**config.mk**
```make
export PLATFORM = sky130hd
export DESIGN_NAME = if_stage
export DESIGN_NICKNAME = d
export VERILOG_FILES = /design/src/rtl/if_stage.sv
export SDC_FILE = /design/constraint.sdc
export NUM_CORES = 1
export LEC_CHECK = 0
export CAP_MARGIN = 20
export CORE_AREA = 10 10 150 152
export CTS_CLUSTER_SIZE = 24
export DETAILED_ROUTE_END_ITERATION = 7
export DIE_AREA = 0 0 160 162
export PLACE_DENSITY = 0.74
export SLEW_MARGIN = 20
export SYNTH_ARGS = -nofsm -noshare
export SYNTH_HDL_FRONTEND = slang
export SYNTH_SLANG_ARGS = --single-unit
export TNS_END_PERCENT = 5
```
**constraint.sdc**
```tcl
create_clock -name clk -period 4.3 [get_ports clk]
set_input_delay 0.645 -clock clk [delete_from_list [all_inputs] [get_ports clk]]
set_output_delay 0.645 -clock clk [all_outputs]
set_load 0.005 [all_outputs]
```
**src/rtl/if_stage.sv**
```systemverilog
// ---------------------------------------------------------------------------
// if_stage: instruction-fetch stage plus IF/ID pipeline register.
//   Holds the fetch PC and drives the instruction-memory address. Captures the
//   fetched word into IF/ID, or inserts a NOP bubble when ID asks for it.
//   Accepts stall, flush and redirect requests from the decode stage.
// Ports:
//   clk, reset (async, active-low)
//   stall_i, flush_i, redirect_i, redirect_pc_i       : control from ID
//   imem_addr_o / imem_rdata_i                        : zero-wait instruction memory
//   pc_f_o                                            : current fetch PC
//   id_valid_o, id_instr_o, id_pc_o, id_pcplus4_o     : IF/ID register contents
//   id_opcode_o .. id_imm12_o                         : field slices of id_instr_o
//   fetch_cnt_o                                       : valid instructions written to IF/ID
// ---------------------------------------------------------------------------
module if_stage #(
    parameter int unsigned     ADDR_WIDTH = 32,
    parameter logic [31:0]     RESET_PC   = 32'h0000_0000,
    parameter logic [31:0]     NOP_INSTR  = 32'h0000_0013
) (
    input  logic                  clk,
    input  logic                  reset,
    input  logic                  stall_i,
    input  logic                  flush_i,
    input  logic                  redirect_i,
    input  logic [ADDR_WIDTH-1:0] redirect_pc_i,
    output logic [ADDR_WIDTH-1:0] imem_addr_o,
    input  logic [31:0]           imem_rdata_i,
    output logic [ADDR_WIDTH-1:0] pc_f_o,
    output logic                  id_valid_o,
    output logic [31:0]           id_instr_o,
    output logic [ADDR_WIDTH-1:0] id_pc_o,
    output logic [ADDR_WIDTH-1:0] id_pcplus4_o,
    output logic [6:0]            id_opcode_o,
    output logic [2:0]            id_funct3_o,
    output logic [6:0]            id_funct7_o,
    output logic [4:0]            id_rd_o,
    output logic [4:0]            id_rs1_o,
    output logic [4:0]            id_rs2_o,
    output logic [11:0]           id_imm12_o,
    output logic [31:0]           fetch_cnt_o
);

    localparam int unsigned CNT_W = 32;

    logic [ADDR_WIDTH-1:0] pc_q,        pc_d;
    logic                  id_valid_q,  id_valid_d;
    logic [31:0]           id_instr_q,  id_instr_d;
    logic [ADDR_WIDTH-1:0] id_pc_q,     id_pc_d;
    logic [ADDR_WIDTH-1:0] id_pcp4_q,   id_pcp4_d;
    logic [CNT_W-1:0]      fetch_cnt_q, fetch_cnt_d;

    logic [ADDR_WIDTH-1:0] pc_plus4;
    logic                  redirect_lsb_unused;

    // Target alignment drops the low two bits; they are deliberately ignored.
    assign redirect_lsb_unused = ^redirect_pc_i[1:0];

    assign pc_plus4 = pc_q + ADDR_WIDTH'(4);

    // Next-PC selection: stall holds, redirect wins over sequential fetch.
    always_comb begin
        pc_d = pc_q;
        if (stall_i) begin
            pc_d = pc_q;
        end else if (redirect_i) begin
            pc_d = {redirect_pc_i[ADDR_WIDTH-1:2], 2'b00};
        end else begin
            pc_d = pc_plus4;
        end
    end

    // IF/ID update: flush beats stall; a redirect kills the wrong-path fetch.
    always_comb begin
        id_valid_d  = id_valid_q;
        id_instr_d  = id_instr_q;
        id_pc_d     = id_pc_q;
        id_pcp4_d   = id_pcp4_q;
        fetch_cnt_d = fetch_cnt_q;
        if (flush_i) begin
            id_valid_d = 1'b0;
            id_instr_d = NOP_INSTR;
        end else if (stall_i) begin
            id_valid_d = id_valid_q;
        end else if (redirect_i) begin
            id_valid_d = 1'b0;
            id_instr_d = NOP_INSTR;
        end else begin
            id_valid_d  = 1'b1;
            id_instr_d  = imem_rdata_i;
            id_pc_d     = pc_q;
            id_pcp4_d   = pc_plus4;
            fetch_cnt_d = fetch_cnt_q + CNT_W'(1);
        end
    end

    // State registers.
    always_ff @(posedge clk or negedge reset) begin
        if (!reset) begin
            pc_q        <= RESET_PC[ADDR_WIDTH-1:0];
            id_valid_q  <= 1'b0;
            id_instr_q  <= NOP_INSTR;
            id_pc_q     <= '0;
            id_pcp4_q   <= ADDR_WIDTH'(4);
            fetch_cnt_q <= '0;
        end else begin
            pc_q        <= pc_d;
            id_valid_q  <= id_valid_d;
            id_instr_q  <= id_instr_d;
            id_pc_q     <= id_pc_d;
            id_pcp4_q   <= id_pcp4_d;
            fetch_cnt_q <= fetch_cnt_d;
        end
    end

    assign imem_addr_o  = pc_q;
    assign pc_f_o       = pc_q;
    assign id_valid_o   = id_valid_q;
    assign id_instr_o   = id_instr_q;
    assign id_pc_o      = id_pc_q;
    assign id_pcplus4_o = id_pcp4_q;
    assign fetch_cnt_o  = fetch_cnt_q;

    // Decode fields are plain slices of the registered instruction word.
    assign id_opcode_o  = id_instr_q[6:0];
    assign id_rd_o      = id_instr_q[11:7];
    assign id_funct3_o  = id_instr_q[14:12];
    assign id_rs1_o     = id_instr_q[19:15];
    assign id_rs2_o     = id_instr_q[24:20];
    assign id_funct7_o  = id_instr_q[31:25];
    assign id_imm12_o   = id_instr_q[31:20];

endmodule
```
==> results.py, run 1 <==
metrics = {
    "timing": {
        "finClkSkew_ns": 0.01780,
        "setup_violations": 0,
        "slew_violations": 0,
        "max_freq_ghz": 0.4068,
        "layout_min_cycle_time_ns": 2.458,
        "finalCritPeriodShare_pct": 57.17,
        "finalSetupTns_ns": 0,
        "finalHoldViolCount": 0,
        "slew_headroom_pct": 35.20,
        "rsz0062_at_grt": "no",
        "worst_pin_slew_ns": 0.9721,
        "worst_hold_slack_ns": 0.3096,
    },
    "synth": {
        "postSynthCellCount": 777,
        "synthMuxAreaShare_pct": 0.2773,
        "synth_flop_cell": "dfrtp_1",
        "synth-simple-area-share_pct": 19.46,
        "synth_fa_ha_area_share_pct": 0.3263,
        "async_flop_share_pct": 100.0,
        "synth_top_family_by_area": "simple AND/OR/NAND/NOR gates",
        "yosys.area.top_type": "dfrtp_1",
        "synth_cell_types": 58,
        "seq_area_frac_synth_pct": 50.64,
        "yosysWarnings": 0,
        "yosysTopAreaCellShare_pct": 49.27,
        "synthTopCellsByArea": "dfrtp_1 (49%), buf_4 (8.1%), nand2_1 (7.4%)",
        "synth.ff_latch_count": 155,
        "synth_xor_area_share_pct": 6.737,
        "synth_edf_count": 0,
        "synth.avg_cell_area_um2": 9.871,
        "synth_compound_area_share_pct": 11.73,
        "syn-cell-area_mm2": 0.007670,
    },
    "outcome": {
        "status": "finished clean",
    },
    "global_routing": {
        "grt_pass1_vias": 6418,
        "grt_max_degree": 101,
        "grt_antenna_before_repair": 4,
        "grt_overflow_total": 0,
        "grt_pass1_wl_mm": 38.85,
        "grt_use_total_pct": 18.80,
    },
    "die": {
        "die_w_um": 160,
        "coreArea_mm2": 0.01940,
        "die_area_mm2": 0.02592,
        "pin_count": 306,
        "initial_core_util_pct": 39.54,
        "die_h_um": 162,
        "rows": 51,
    },
    "pwr": {
        "p_clk_share_pct": 34.8,
        "p_leak_uw": 0.004597,
        "powerDensity_mw_per_mm2": 407.2,
        "p_total_uw": 4417,
        "swShare_pct": 29.98,
        "netSwitchingPower_uw": 1324,
        "peakVddDrop_mv": 0.2651,
        "combPwrFrac_pct": 22.7,
        "p_int_uw": 3093,
        "p_seq_share_pct": 42.4,
    },
    "worst_setup_path": {
        "critPathRequiredTime_ns": 4.61,
        "cp_max_fo": 38,
        "worst-setup-path-type": "input pin to flip-flop",
        "critPathCaptureType": "flip-flop",
        "worstPathArrival_ns": 2.77,
        "crit_path_start_kind": "input pin",
    },
    "hold_path": {
        "hp-class": "input pin to async pin",
    },
    "finish": {
        "multi_input_area_mm2": 0.002999,
        "seq_area_mm2": 0.003884,
        "antenna_cells": 0,
        "nets": 1048,
        "post-route-util_pct": 55.92,
        "fill_cells": 1739,
        "synthToLayoutAreaGrowth_pct": 41.44,
        "stdcell_area_mm2": 0.01085,
        "drive_gt1_share_pct": 7.273,
    },
    "place": {
        "hpwl_mm": 18.75,
        "placed_area_mm2": 0.01024,
        "portBuffers": 295,
        "place.gp.congestion": 0.8281,
    },
    "detailed_routing": {
        "ant_nets": 0,
        "viasPerCell": 5.057,
        "drc_errors": 0,
        "drt-total-wl_mm": 25.03,
        "drt_iter0_markers": 331,
        "wl_per_cell_um": 19.94,
        "first_pass_iters": 4,
        "vias": 6347,
    },
    "clock_network": {
        "tritoncts": "done",
        "cts_buffer_depth": 2,
        "clockRootBuffer": "clkbuf_16",
        "clk_latency_ns": 0.43,
        "path_clk_slew_ns": 0.07,
        "postCtsSetupBuffers": 0,
        "htree_levels": 4,
        "cts.sinks": 155,
        "cts_resized": 0,
        "numCtsBuffers": 17,
        "hold_buffers": 0,
    },
    "job": {
        "cap_viol_max_count": 0,
    },
}
## final cells by class
cell class	instances	share of cell area, %
well taps	265	3.057
repair buffers	302	27.74
inverters	5	0.1730
clock buffers	17	3.922
flip-flops and latches	155	35.80
clock inverters	15	1.661
multi-input cells	496	27.65
## Yosys cell counts, drive strengths merged, types with 2 or more instances
cell type,number
nand3,33
o21ba,2
and3,11
nand2,151
nor3,8
a22o,29
or3,8
a22oi,13
nand4,19
a41oi,2
dfstp,4
and4,6
inv,5
a21oi,12
nor2,37
a311o,2
xnor2,39
nand3b,3
buf,96
o311ai,3
o21ai,52
dfrtp,151
clkbuf,32
xor2,20
nor4,9
o22a,9
or2,2
ha,2
a31oi,4
## cell families (layout without fill, tap and decap cells)
family                     count (synthesis)  count (layout)
and+or+nand+nor                          292             292
DFF                                      155             155
AOI/OAI and AO/OA                        133             133
buffers and inverters                    133             339
xor gates and xnor gates                  59              59
adders and majority gates                  2               2
muxes                                      2               2
other                                      1               8
## state kept, by name (all words and copies together), names as in the netlist
name,cells
fetch_cnt_o,32
id_valid_o,1
id_pcplus4_o,30
id_instr_o,32
imem_addr_o,30
id_pc_o,30
## worst paths after layout
kind                                        startpoint                          end  slack [ns]  cells past startpoint
setup / recovery                               flush_i  fetch_cnt_o[29]$_DFFE_PN0P_        1.84                      6
min in group clk               id_pc_o[30]$_DFFE_PN0P_      id_pc_o[30]$_DFFE_PN0P_        0.47                      2
setup reg to reg           imem_addr_o[14]$_DFFE_PN0N_  imem_addr_o[26]$_DFFE_PN0N_        2.08                      5
hold / removal                                   reset      id_pc_o[12]$_DFFE_PN0P_        0.31                      1
hold reg to reg                id_pc_o[30]$_DFFE_PN0P_      id_pc_o[30]$_DFFE_PN0P_        0.47                      2
max in group asynchronous                        reset    id_instr_o[1]$_DFFE_PN1P_        3.10                      2
## metal layers
metal | global-route usage, % | wire [um] | vias to the layer above
li1 | - | - | 2990
met1 | 21.65 | 9873 | 3065
met2 | 31.03 | 12050 | 256
met3 | 8.999 | 2778 | 28
met4 | 4.382 | 274 | 8
met5 | 0 | 54 | -
## layout by cell type, fill, tap and decap left out, types with 4 or more instances in the layout
cell             netlist  layout
clkbuf_16              0      17
or3_1                  7       6
buf_4                 83       6
xnor2_1               39      39
dfrtp_1              151     151
and4_1                 5       5
a31oi_1                4       4
o22a_1                 9       9
conb_1                 1       8
xor2_1                20      20
nor3_1                 4       4
inv_8                  0       4
dfstp_2                4       4
o21ai_0               50      50
clkinvlp_4             0       4
nand4_1               15      15
nor4_1                 4       4
nor4_4                 4       4
clkdlybuf4s50_1        0     292
a22oi_1               13      13
a21oi_1               12      12
a22o_1                29      29
nand2_1              151     151
nor2_1                33      33
nand3_1               33      33
inv_1                  5       5
and3_1                11      11
## critical path: stages
cell and delay [ns]:
clkdlybuf4s50_1 0.50, or3_4 0.62, or2_1 0.42, nor4_4 0.28, nand4_1 0.16, xnor2_1 0.15
## stage by stage
stage               cells  setup slack (ns)
floorplan             784             2.322
global placement     1223             1.421
detailed placement   1223             1.386
CTS                  1255             1.846
global route         1255             1.727
finish               1255             1.842
## power groups by stage
stage / sequential (uW) / clock [uW] / combinational (uW)
after floorplan: 1850 / 0 / 406
after global placement: 1890 / 0 / 1010
after detailed placement: 1900 / 0 / 1020
after CTS: 1880 / 1580 / 1030
after global routing: 1910 / 1650 / 1110
final: 1870 / 1540 / 1000
No activity file was read; power rests on OpenSTA's default activity.
==> run 2, diff against run 1 <==
--- a/config.mk
+++ b/config.mk
@@ -10,7 +10,7 @@
 export CTS_CLUSTER_SIZE = 24
 export DETAILED_ROUTE_END_ITERATION = 7
 export DIE_AREA = 0 0 160 162
-export PLACE_DENSITY = 0.74
+export PLACE_DENSITY = 0.77
 export SLEW_MARGIN = 20
 export SYNTH_ARGS = -nofsm -noshare
 export SYNTH_HDL_FRONTEND = slang
==> constraint.sdc (replaced) <==
create_clock -name clk -period 2 [get_ports clk]
set_input_delay 0.3 -clock clk [delete_from_list [all_inputs] [get_ports clk]]
set_output_delay 0.3 -clock clk [all_outputs]
set_load 0.005 [all_outputs]
==> run 2 against run 1 <==
Hold slack improved by 0.018 ns. Clock power increased by 120%. Routed wire length increased by 1.8%. Register-to-register slack got worse by 1.9 ns. Largest cell class unchanged. Final area increased by 4.6%.
==> results.py, run 2 (synthesis gave the netlist of run 1 again) <==
metrics = {
    "worst_setup_path": {
        "startpoint": "flush_i",
        "worstPathArrival_ns": 2.20,
        "rr_endpoint": "imem_addr_o[23]$_DFFE_PN0N_",
        "worst-setup-path-type": "input pin to flip-flop",
        "cp_max_fo": 4,
        "crit_end": "fetch_cnt_o[29]$_DFFE_PN0P_",
        "crit_path_start_kind": "input pin",
        "r2r_slack_ns": 0.18,
        "rr_worst_depth": 4,
        "r2r_start": "imem_addr_o[2]$_DFFE_PN0N_",
        "critPathRequiredTime_ns": 2.30,
        "critPathCaptureType": "flip-flop",
    },
    "clock_network": {
        "htree_levels": 4,
        "postCtsSetupBuffers": 0,
        "cts_buffer_depth": 2,
        "tritoncts": "done",
        "clk_latency_ns": 0.43,
        "path_clk_slew_ns": 0.07,
        "clockRootBuffer": "clkbuf_16",
        "numCtsBuffers": 17,
        "cts.sinks": 155,
    },
    "detailed_routing": {
        "drt_iter0_markers": 357,
        "ant_nets": 0,
        "drt-total-wl_mm": 25.47,
        "viasPerCell": 4.970,
        "drc_errors": 0,
        "vias": 6526,
        "first_pass_iters": 4,
        "wl_per_cell_um": 19.40,
    },
    "global_routing": {
        "grt_antenna_before_repair": 0,
        "grt_pass1_vias": 6666,
        "grt_overflow_total": 0,
        "grt_use_total_pct": 18.99,
        "grt_pass1_wl_mm": 39.21,
        "grt_max_degree": 60,
    },
    "timing": {
        "finClkSkew_ns": 0.01446,
        "finalHoldViolCount": 0,
        "worst_pin_slew_ns": 0.7935,
        "slew_headroom_pct": 46.90,
        "finalSetupTns_ns": 0,
        "max_freq_ghz": 0.5268,
        "worst_hold_slack_ns": 0.3272,
        "layout_min_cycle_time_ns": 1.898,
        "slew_violations": 0,
        "rsz0062_at_grt": "no",
        "setup_violations": 0,
        "finalCritPeriodShare_pct": 94.91,
    },
    "hold_path": {
        "hp-class": "input pin to flip-flop",
    },
    "finish": {
        "synthToLayoutAreaGrowth_pct": 47.91,
        "seq_area_mm2": 0.003884,
        "final_common_cell": "clkdlybuf4s50_1",
        "antenna_cells": 0,
        "mostFrequentLayoutCells": "clkdlybuf4s50_1 (293), nand2_1 (151), dfrtp_1 (151)",
        "multi_input_area_mm2": 0.002999,
        "nets": 1106,
        "fill_cells": 1701,
        "drive_gt1_share_pct": 12.21,
    },
    "die": {
        "rows": 51,
        "pin_count": 306,
        "initial_core_util_pct": 39.54,
        "coreArea_mm2": 0.01940,
        "die_area_mm2": 0.02592,
        "die_w_um": 160,
        "die_h_um": 162,
    },
    "job": {
        "cap_viol_max_count": 0,
    },
    "pwr": {
        "peakVddDrop_mv": 0.5694,
        "p_leak_uw": 0.004910,
        "powerDensity_mw_per_mm2": 860.8,
    },
    "place": {
        "portBuffers": 295,
        "place.gp.congestion": 0.8436,
        "hpwl_mm": 19.69,
    },
    "outcome": {
        "status": "finished clean",
    },
}
==> run 2: final cells by class <==
cell class	count	area share [%]
well taps	265	2.923
repair buffers	360	30.76
multi-input cells	496	26.44
flip-flops and latches	155	34.23
clock buffers	17	3.750
inverters	5	0.1654
clock inverters	15	1.732
==> run 2: power by group <==
group          switching (uW)  internal [uW]  total (uW)  leakage [uW]
Clock                    1480           1910        3400      0.000299
Combinational            1030           1440        2470       0.00263
Sequential                344           3550        3900       0.00198
==> run 2: worst min-delay path by stage <==
stage                       start  slack (ns)                          to  cells past startpoint
after floorplan             reset       0.004  fetch_cnt_o[0]$_DFFE_PN0P_                      0
after global placement      reset        0.26     id_pc_o[16]$_DFFE_PN0P_                      1
after detailed placement    reset        0.27     id_pc_o[16]$_DFFE_PN0P_                      1
after CTS                 stall_i        0.31  imem_addr_o[2]$_DFFE_PN0N_                      3
after global routing      stall_i        0.34  imem_addr_o[2]$_DFFE_PN0N_                      3
final                     stall_i        0.33  imem_addr_o[2]$_DFFE_PN0N_                      3
==> run 2: worst max-delay path, stage by stage <==
cell             delay (ns)
clkdlybuf4s50_1        0.42
buf_4                  0.17
or3_4                  0.42
or2_1                  0.33
nor4_4                 0.24
nand4_1                0.17
xnor2_1                0.15
==> run 2: routing by layer <==
layer  vias up  global-route usage (%)  wire length (um)  share of wire (%)
met1      3171                   22.41             10480                 41
met5         -                       0                 0                  0
met2       248                   31.94             12390                 49
met3        16                   7.457              2364                9.3
met4         0                   4.382               237               0.93
li1       3091                       -                 -                  -
==> run 2: repair_timing <==
action | in CTS | in global routing
endpoints found under the setup margin | 0 | 0
hold endpoints to repair | 34 | 0
gates resized for setup | 0 | 0
hold buffers | 1 | 0
==> run 2: metrics by stage <==
step	util (%)	power [uW]	instance area, um^2	std cells	setup slack [ns]
floorplan	-	4855	7696	784	0.2239
global placement	55.22	6409	10710	1280	-0.2678
detailed placement	55.22	6459	10710	1280	-0.3147
CTS	58.48	9913	11340	1313	0.08701
global route	58.48	10270	11340	1313	0.01591
finish	58.48	9765	11340	1313	0.1017
==> run 3, diff against run 2 <==
--- a/config.mk
+++ b/config.mk
@@ -5,14 +5,15 @@
 export SDC_FILE = /design/constraint.sdc
 export NUM_CORES = 1
 export LEC_CHECK = 0
-export CAP_MARGIN = 20
+export CAP_MARGIN = 0
 export CORE_AREA = 10 10 150 152
 export CTS_CLUSTER_SIZE = 24
 export DETAILED_ROUTE_END_ITERATION = 7
 export DIE_AREA = 0 0 160 162
+export MAX_ROUTING_LAYER = met4
 export PLACE_DENSITY = 0.77
 export SLEW_MARGIN = 20
 export SYNTH_ARGS = -nofsm -noshare
 export SYNTH_HDL_FRONTEND = slang
 export SYNTH_SLANG_ARGS = --single-unit
-export TNS_END_PERCENT = 5
+export TNS_END_PERCENT = 1
==> run 3 against run 2 <==
First-iteration DRC count grew 9.2%. Setup slack improved by 0.011 ns. Core utilization did not move. Non-clock buffer count unchanged. Count of clock-buffer cells in the layout unchanged. Hold slack got worse by 0.0049 ns. Cell count unchanged. Critical path depth stayed put. Clock power barely moved. Final area did not move. Register-to-register slack hardly changed. Clock skew fell by 0.00089 ns. Critical endpoint unchanged. Largest cell class unchanged. Highest routed layer unchanged.
==> results.py, run 3 (synthesis gave the netlist of run 1 again) <==
metrics = {
    "detailed_routing": {
        "first_pass_iters": 5,
        "drt-total-wl_mm": 25.49,
        "viasPerCell": 4.982,
        "drt_iter0_markers": 390,
        "wl_per_cell_um": 19.42,
        "ant_nets": 0,
        "vias": 6541,
        "drc_errors": 0,
    },
    "pwr": {
        "p_seq_share_pct": 39.9,
        "p_clk_share_pct": 34.8,
        "swShare_pct": 29.31,
        "powerDensity_mw_per_mm2": 861.7,
        "p_int_uw": 6910,
        "p_leak_uw": 0.004910,
        "combPwrFrac_pct": 25.3,
        "peakVddDrop_mv": 0.5703,
        "netSwitchingPower_uw": 2865,
    },
    "hold_path": {
        "hp-class": "input pin to flip-flop",
        "holdPathStages": 3,
    },
    "place": {
        "hpwl_mm": 19.69,
        "place.gp.congestion": 0.8566,
        "portBuffers": 295,
        "placed_area_mm2": 0.01071,
    },
    "clock_network": {
        "clk_latency_ns": 0.43,
        "clockRootBuffer": "clkbuf_16",
        "htree_levels": 4,
        "cts.sinks": 155,
        "numCtsBuffers": 17,
        "tritoncts": "done",
        "path_clk_slew_ns": 0.07,
        "cts_buffer_depth": 2,
    },
    "global_routing": {
        "grt_antenna_before_repair": 0,
        "grt_overflow_total": 0,
        "grt_pass1_vias": 6688,
        "grt_pass1_wl_mm": 39.12,
        "grt_use_total_pct": 19.51,
        "grt_max_degree": 60,
    },
    "timing": {
        "rsz0062_at_grt": "no",
        "slew_violations": 0,
        "finalCritPeriodShare_pct": 94.38,
        "worst_pin_slew_ns": 0.8958,
        "finalSetupTns_ns": 0,
        "finalHoldViolCount": 0,
        "layout_min_cycle_time_ns": 1.888,
        "setup_violations": 0,
        "finClkSkew_ns": 0.01357,
        "slew_headroom_pct": 40.06,
        "max_freq_ghz": 0.5298,
    },
    "worst_setup_path": {
        "cpMaxStageDelayCell": "clkdlybuf4s50_1",
        "worstPathArrival_ns": 2.19,
        "critPathRequiredTime_ns": 2.30,
        "rr_worst_depth": 4,
        "path_cells": "clkdlybuf4s50_1, buf_4, or3_4, or2_1, nor4_4, nand4_1, xnor2_1",
        "cp_max_fo": 4,
        "critPathCaptureType": "flip-flop",
        "cp_slowest_stage_delay_ns": 0.42,
        "crit_path_start_kind": "input pin",
        "worst-setup-path-type": "input pin to flip-flop",
    },
    "outcome": {
        "status": "finished clean",
    },
    "die": {
        "die_area_mm2": 0.02592,
        "initial_core_util_pct": 39.54,
        "rows": 51,
        "pin_count": 306,
        "die_w_um": 160,
        "die_h_um": 162,
        "coreArea_mm2": 0.01940,
    },
    "finish": {
        "synthToLayoutAreaGrowth_pct": 47.91,
        "fill_cells": 1701,
        "final_common_cell": "clkdlybuf4s50_1",
        "nets": 1106,
        "stdcell_area_mm2": 0.01134,
        "mostFrequentLayoutCells": "clkdlybuf4s50_1 (293), nand2_1 (151), dfrtp_1 (151)",
        "antenna_cells": 0,
        "drive_gt1_share_pct": 12.21,
    },
    "job": {
        "cap_viol_max_count": 0,
    },
}
-- run 3: cell counts in the layout (fill, tap and decap cells not counted) --
Identical to the previous run, type by type.
-- run 3: worst paths after layout --
kind	startpoint	to	slack [ns]
max in group asynchronous	reset	id_instr_o[1]$_DFFE_PN1P_	0.96
setup / recovery	flush_i	fetch_cnt_o[29]$_DFFE_PN0P_	0.11
min in group asynchronous	reset	id_pc_o[13]$_DFFE_PN0P_	0.37
setup reg to reg	imem_addr_o[2]$_DFFE_PN0N_	imem_addr_o[23]$_DFFE_PN0N_	0.17
hold / removal	stall_i	imem_addr_o[2]$_DFFE_PN0N_	0.32
hold reg to reg	id_pc_o[26]$_DFFE_PN0P_	id_pc_o[26]$_DFFE_PN0P_	0.48
-- run 3: through the flow --
step / utilization [%] / instances / worst slack (ns) / hold slack [ns] / power [uW]
after floorplan: - / 784 / 0.2239 / 0.004409 / 4855
after global placement: 55.22 / 1280 / -0.2678 / 0.2613 / 6409
after detailed placement: 55.22 / 1280 / -0.3147 / 0.2653 / 6459
after CTS: 58.48 / 1313 / 0.08701 / 0.3129 / 9913
after global routing: 58.48 / 1313 / 0.01567 / 0.3384 / 10270
final: 58.48 / 1313 / 0.1123 / 0.3224 / 9775
-- run 3: worst max-delay path, delay by kind of cell --
kind	cells	cell delay, ns
AND/OR/NAND/NOR	4	1.15
buffers and inverters	2	0.59
XOR/XNOR	1	0.15
-- run 3: layout make-up --
| type | count | area [um^2] | share of cell area, % |
|---|---|---|---|
| clock buffers | 17 | 425.4 | 3.750 |
| repair buffers | 360 | 3490 | 30.76 |
| multi-input cells | 496 | 2999 | 26.44 |
| flip-flops and latches | 155 | 3884 | 34.23 |
| well taps | 265 | 331.6 | 2.923 |
| inverters | 5 | 18.77 | 0.1654 |
| clock inverters | 15 | 196.4 | 1.732 |
-- run 3: per-layer routing --
metal / global-route usage (%) / share of wire, %
met1: 23.05 / 42
met5: - / 0
met2: 31.94 / 49
met3: 6.395 / 8.3
met4: 4.382 / 0.93
-- run 3: power groups by stage --
stage,logic (uW),registers [uW],clock network [uW]
2_1_floorplan,872,3980,0
3_3_place_gp,2480,3930,0
3_5_place_dp,2500,3950,0
4_1_cts,2530,3900,3490
5_1_grt,2700,3960,3600
6_report,2470,3900,3400
-- run 3: what timing repair did --
action / in CTS / in global routing
resized for setup: 0 / 0
setup endpoints to repair: 0 / 0
hold endpoints to repair: 34 / 0
hold buffers: 1 / 0
buffers inserted: 0 / 0
